`src/rtl/stream_shift_rows.sv`:
```
// stream_shift_rows
//   Streaming ShiftRows / InvShiftRows engine for AES and Rijndael state widths.
//   Input beats fill one bank of a ping-pong store. A full bank streams out
//   with the row rotation applied combinationally on read. The direction is
//   latched per block from the first input beat.
//   Optional feature: define STREAM_SHIFT_ROWS_PARITY_EN to add per-byte even
//   parity. The parity bits travel with their bytes, and a sticky error flag
//   reports any accepted lane whose parity is bad.
module stream_shift_rows #(
   parameter int NB        = 4,
   parameter int BUS_BYTES = 4
) (
   input  logic                   clk,
   input  logic                   rst_n,
   input  logic                   s_valid,
   output logic                   s_ready,
   input  logic [8*BUS_BYTES-1:0] s_data,
   input  logic                   s_inv,
   output logic                   m_valid,
   input  logic                   m_ready,
   output logic [8*BUS_BYTES-1:0] m_data,
   output logic                   m_last
`ifdef STREAM_SHIFT_ROWS_PARITY_EN
   ,
   input  logic [BUS_BYTES-1:0]   s_par,
   output logic [BUS_BYTES-1:0]   m_par,
   output logic                   par_err
`endif
);

   localparam int BYTES = 4 * NB;
   localparam int BEATS = BYTES / BUS_BYTES;
   localparam int CNT_W = (BEATS > 1) ? $clog2(BEATS) : 1;
   localparam logic [CNT_W-1:0] LAST_BEAT = CNT_W'(BEATS - 1);

   // Source column for output byte (c, r). NB=8 uses a wider shift on rows 2 and 3.
   function automatic int src_col(input int c, input int r, input bit inv);
      int off;
      off = (NB == 8 && r >= 2) ? r + 1 : r;
      return inv ? (c - off + NB) % NB : (c + off) % NB;
   endfunction

   logic [7:0]       bank_q [2][BYTES];
   logic [1:0]       full_q;
   logic [1:0]       inv_q;
   logic             wr_sel_q, wr_sel_d;
   logic             rd_sel_q, rd_sel_d;
   logic [CNT_W-1:0] wr_cnt_q, wr_cnt_d;
   logic [CNT_W-1:0] rd_cnt_q, rd_cnt_d;
   logic [7:0]       perm [BYTES];
   logic             s_fire, m_fire, wr_last, rd_last;

   assign s_ready = !full_q[wr_sel_q];
   assign m_valid = full_q[rd_sel_q];
   assign wr_last = (wr_cnt_q == LAST_BEAT);
   assign rd_last = (rd_cnt_q == LAST_BEAT);
   assign m_last  = m_valid && rd_last;
   assign s_fire  = s_valid && s_ready;
   assign m_fire  = m_valid && m_ready;

   // Next-state of the write and read pointers.
   always_comb begin
      // NOTE: give every variable in a combinational block a default value first,
      // so that no path through the block leaves it unassigned and infers a latch.
      wr_sel_d = wr_sel_q;
      wr_cnt_d = wr_cnt_q;
      rd_sel_d = rd_sel_q;
      rd_cnt_d = rd_cnt_q;
      if (s_fire) begin
         if (wr_last) begin
            wr_sel_d = ~wr_sel_q;
            wr_cnt_d = '0;
         end else begin
            wr_cnt_d = wr_cnt_q + 1'b1;
         end
      end
      if (m_fire) begin
         if (rd_last) begin
            rd_sel_d = ~rd_sel_q;
            rd_cnt_d = '0;
         end else begin
            rd_cnt_d = rd_cnt_q + 1'b1;
         end
      end
   end

   // Pointer and FULL-flag registers. A fill and a drain touch different banks.
   always_ff @(posedge clk or negedge rst_n) begin
      if (!rst_n) begin
         wr_sel_q <= 1'b0;
         wr_cnt_q <= '0;
         rd_sel_q <= 1'b0;
         rd_cnt_q <= '0;
         full_q   <= '0;
      end else begin
         // NOTE: sequential state uses non-blocking assignments, so every register
         // in the block updates from the values that were present before the edge.
         wr_sel_q <= wr_sel_d;
         wr_cnt_q <= wr_cnt_d;
         rd_sel_q <= rd_sel_d;
         rd_cnt_q <= rd_cnt_d;
         if (s_fire && wr_last) full_q[wr_sel_q] <= 1'b1;
         if (m_fire && rd_last) full_q[rd_sel_q] <= 1'b0;
      end
   end

   // Bank write: store the accepted beat and latch the direction on the first beat.
   always_ff @(posedge clk or negedge rst_n) begin
      if (!rst_n) begin
         // NOTE: the bank store is reset on purpose, so that m_data is
         // deterministic (all zero) while the output is empty after reset.
         for (int b = 0; b < 2; b++)
            for (int k = 0; k < BYTES; k++) bank_q[b][k] <= '0;
         inv_q <= '0;
      end else if (s_fire) begin
         if (wr_cnt_q == '0) inv_q[wr_sel_q] <= s_inv;
         for (int b = 0; b < BEATS; b++) begin
            if (wr_cnt_q == CNT_W'(b)) begin
               for (int i = 0; i < BUS_BYTES; i++)
                  bank_q[wr_sel_q][b*BUS_BYTES + i] <= s_data[8*i +: 8];
            end
         end
      end
   end

`ifdef STREAM_SHIFT_ROWS_PARITY_EN
   logic                 par_q [2][BYTES];
   logic                 perm_par [BYTES];
   logic [BUS_BYTES-1:0] s_par_calc;
   logic                 par_err_q;

   assign par_err = par_err_q;

   // Even parity of each incoming lane, used to validate s_par.
   always_comb begin
      s_par_calc = '0;
      for (int i = 0; i < BUS_BYTES; i++) s_par_calc[i] = ^s_data[8*i +: 8];
   end

   // Parity store alongside the byte banks, plus the sticky error flag.
   always_ff @(posedge clk or negedge rst_n) begin
      if (!rst_n) begin
         for (int b = 0; b < 2; b++)
            for (int k = 0; k < BYTES; k++) par_q[b][k] <= 1'b0;
         par_err_q <= 1'b0;
      end else if (s_fire) begin
         if (s_par != s_par_calc) par_err_q <= 1'b1;
         for (int b = 0; b < BEATS; b++) begin
            if (wr_cnt_q == CNT_W'(b)) begin
               for (int i = 0; i < BUS_BYTES; i++)
                  par_q[wr_sel_q][b*BUS_BYTES + i] <= s_par[i];
            end
         end
      end
   end
`endif

   // Fixed wiring of the row rotation. Only the direction select is dynamic.
   for (genvar c = 0; c < NB; c++) begin : g_col
      for (genvar r = 0; r < 4; r++) begin : g_row
         localparam int FWD_IDX = 4 * src_col(c, r, 1'b0) + r;
         localparam int INV_IDX = 4 * src_col(c, r, 1'b1) + r;
         assign perm[4*c + r] = inv_q[rd_sel_q] ? bank_q[rd_sel_q][INV_IDX]
                                                : bank_q[rd_sel_q][FWD_IDX];
`ifdef STREAM_SHIFT_ROWS_PARITY_EN
         assign perm_par[4*c + r] = inv_q[rd_sel_q] ? par_q[rd_sel_q][INV_IDX]
                                                    : par_q[rd_sel_q][FWD_IDX];
`endif
      end
   end

   // Output beat select from the permuted bank.
   always_comb begin
      m_data = '0;
`ifdef STREAM_SHIFT_ROWS_PARITY_EN
      m_par  = '0;
`endif
      for (int b = 0; b < BEATS; b++) begin
         if (rd_cnt_q == CNT_W'(b)) begin
            for (int i = 0; i < BUS_BYTES; i++) begin
               m_data[8*i +: 8] = perm[b*BUS_BYTES + i];
`ifdef STREAM_SHIFT_ROWS_PARITY_EN
               m_par[i] = perm_par[b*BUS_BYTES + i];
`endif
            end
         end
      end
   end

endmodule

```
`config.mk`:
```
export PLATFORM = sky130hd
export DESIGN_NAME = stream_shift_rows
export DESIGN_NICKNAME = d
export VERILOG_FILES = /design/src/rtl/stream_shift_rows.sv
export SDC_FILE = /design/constraint.sdc
export NUM_CORES = 1
export LEC_CHECK = 0
export BUFFER_PORTS_ARGS = -buffer_cell sky130_fd_sc_hd__buf_2
export CORE_ASPECT_RATIO = 0.8
export CORE_MARGIN = 5
export CORE_UTILIZATION = 30
export DETAILED_ROUTE_END_ITERATION = 8
export PLACE_DENSITY = 0.54
export SKIP_CTS_REPAIR_TIMING = 1
export SLEW_MARGIN = 10
export SYNTH_ARGS = -nofsm -noshare
export SYNTH_HDL_FRONTEND = slang
export SYNTH_SLANG_ARGS = --single-unit
```
`constraint.sdc`:
```
create_clock -name clk -period 2.3 [get_ports clk]
set_clock_uncertainty 0.05 [all_clocks]
set_input_delay 0.46 -clock clk [delete_from_list [all_inputs] [get_ports clk]]
set_output_delay 0.46 -clock clk [all_outputs]
set_load 0.01 [all_outputs]
```
==> summary.md <==
| Metric | Value |
|---|---|
| Hold_sp | s_inv |
| Mean Syn Cell Area | 13.8 um2 |
| Max Freq | 350 MHz |
| Initial DRC Count | 438 |
| Final instance area | 0.0171 mm2 |
| Overflow after GRT | 0 |
| CTS tree | done |
| Row count | 70 |
| Syn Inst Count | 1006 |
| Via total after detailed routing | 8755 |
| Leading area contributor after synthesis | dfrtp_1 |
| Synth unique cells | 36 |
| Pwr dens | 1600 mW/mm2 |
| Crit Path Class | flip-flop to output port |
| Proportion of layout cells with a drive suffix above 1 | 47.4% |
| Clk slew on worst S/H paths | 0.06 ns |
| CP Cell Sequence | ha_2 > or3b_4 > buf_6 > o22ai_2 > o22ai_1 > o21ai_1 > buf_4 > buf_4 |
| Most frequent cells in the layout | dfrtp_1, mux2_2, mux2i_1 |
| Reg2reg start | full_q[1] |
| Sink of the worst hold path | inv_q[1] |
| PortBufs | 71 |
| Pre-CTS setup slack | -0.214 ns |
| Final layout net count | 1164 |
| Antenna-violating nets left | 0 |
| R2R Setup Slk | 0.39 ns |
| Minimum clock period | 2.86 ns |
| Final Hold Fails | 0 |
| H-tree Lvls | 1 |
| Synthesized Nets | 1051 |
| Total power | 0.0273 W |
| Cell family with most CP delay | simple AND/OR/NAND/NOR gates |
| CP Capture Type | output port |
| Worst EP required | 1.79 ns |
| Critical path peak fanout | 4 |
| First-pass GRT wire length | 54.9 mm |
| WL final | 36.1 mm |
| Slowest cell on crit path | or3b_4 |
| Post-Place Cells | 1689 |
| Die H | 202 um |
| Reg-to-reg critical path endpoint | bank_q[84] |
| Max-slew headroom | 66.4% |
| Largest net degree at the start of global routing | 60 |
| Initial antenna violation count | 6 |
| CP bufs+invs | 3 |
| Worst Hold Margin | 0.106 ns |
| Final WS setup | -0.561 ns |
| Synth Cell Area | 0.0138 mm2 |
| DR WL/cell | 20.6 um |
| Yosys top cell area share | 48.1% |
| Vias in the first global route | 9128 |
| Cell repeated most along the worst path | buf_4 |
| Dpl hpwl | 21.8 mm |
| Final Max Tran Viols | 0 |
| Clock Tree Buf Depth | 3 |
| Max IR drop VDD | 702 uV |
| Outcome | complete, but fails checks |
| Failing checks | negative setup slack |
| Synth Register Bits | 266 |
| CTS Sinks | 266 |
| Slowest Stage Delay on Critical Path | 0.42 ns |
| WP data arrival | 2.35 ns |
| Final setup vio count | 33 |
| # DRC | 0 |
| Core Region | 0.0457 mm2 |
| Hold Path Depth | 2 |
| P_leak | 7.79 nW |
| Most common cell after layout, fill and taps aside | dfrtp_1 |
| Final Cycle Share | 124% |
| I/O pin count | 72 |
| Fill count | 4353 |
| Initial Util | 30.3% |
| Worst reg2reg path depth | 4 |
| Startpoint Class | flip-flop |
| CTS buffer count | 30 |
| Clk_lat worst skew | 0.55 ns |
| CTS Root Cell | clkbuf_16 |
| GP Congestion | 0.723 |
| Top cells by area, synth | dfrtp_1, mux2_2, mux2i_1, mux2_4, o221ai_1 |
| Placed Area | 0.0155 mm2 |
| Class of the worst hold path | input port to flip-flop |
| Register area share after synthesis | 48.1% |
| Yosys warnings | 0 |
| Non-Filler Instances | 1756 |
| RSZ-0062 raised after global routing | yes |
| Via density | 4.99 |
| Global Route Usage Sum | 13.4% |
| Worst slew pin tran | 0.503 ns |
| Die ar. | 0.0506 mm2 |
| Syn-to-layout area delta | 23.2% |
| Initial DRT Pass Iterations | 4 |
| Max-cap violations | 0 |
| Die X | 250 um |
stage by stage:
stage | utilization, % | TNS, ns
6_report | 37.3 | -14.93
5_1_grt | 37.3 | -18.68
4_1_cts | 36.5 | -19.60
3_5_place_dp | 33.8 | -1.34
3_3_place_gp | 33.8 | -0.863
2_1_floorplan | - | 0
routing by layer:
| layer | track usage [%] | vias to the layer above | share of wire (%) |
|---|---|---|---|
| met5 | 0 | - | 0.18 |
| met4 | 2.46 | 10 | 1.9 |
| met3 | 2.39 | 63 | 4.3 |
| met1 | 19.2 | 4562 | 48 |
| li1 | - | 4014 | - |
| met2 | 21.6 | 106 | 46 |
cell families (layout without fill, tap and decap cells):
family,Yosys count,after routing,synth area share [%]
muxes,470,470,38.2
DFF,266,266,48.1
AOI/OAI and AO/OA,134,134,6.88
buffers and inverters,83,220,3.98
and+or+nand+nor,45,45,2.12
adders and majority gates,8,8,0.723
other,0,1,0
cell usage after synthesis (all sizes together):
library cell	count
or3b	1
a31oi	1
o221ai	32
o21ai	18
nand3	5
mux2i	177
a41oi	1
nand2	27
and2	1
ha	8
o211ai	16
clkinv	1
buf	65
a22o	16
mux2	293
nand2b	3
dfrtp	266
nand3b	1
and2b	1
o22ai	32
nor3	6
a21o	2
a21oi	16
clkbuf	12
inv	5
flip-flops by register name, summed over array words and instances, names as in the netlist:
| register | flops |
|---|---|
| bank_q | 256 |
| full_q | 2 |
| inv_q | 2 |
| rd_cnt_q | 2 |
| rd_sel_q | 1 |
| wr_cnt_q | 2 |
| wr_sel_q | 1 |
cell type report:
type | instances | area, um2 | share of cell area, %
multi-input cells | 657 | 6840 | 40.1
flip-flops and latches | 266 | 6670 | 39.1
repair buffers | 158 | 1550 | 9.09
clock buffers | 42 | 917 | 5.38
well taps | 612 | 766 | 4.49
clock inverters | 14 | 295 | 1.73
inverters | 6 | 28.8 | 0.169
diodes | 1 | 2.50 | 0.0147
how the worst max path moves through the flow:
stage           startpoint         end  slack [ns]  cells after the start
3_5_place_dp   rd_cnt_q[0]  m_data[27]       -0.21                      7
2_1_floorplan  rd_cnt_q[0]  m_data[15]        0.11                      8
4_1_cts        rd_cnt_q[0]  m_data[27]       -0.82                      7
5_1_grt        rd_cnt_q[1]  m_data[10]       -0.65                     10
6_report       rd_cnt_q[0]   m_data[9]       -0.56                      8
3_3_place_gp   rd_cnt_q[0]  m_data[27]       -0.20                      8
power breakdown:
group	internal [W]	leakage, nW	switching [W]
Combinational	0.00707	3.93	0.00597
Clock	0.00377	0.602	0.00199
Sequential	0.00699	3.26	0.00147
No activity file was read; power rests on OpenSTA's default activity.
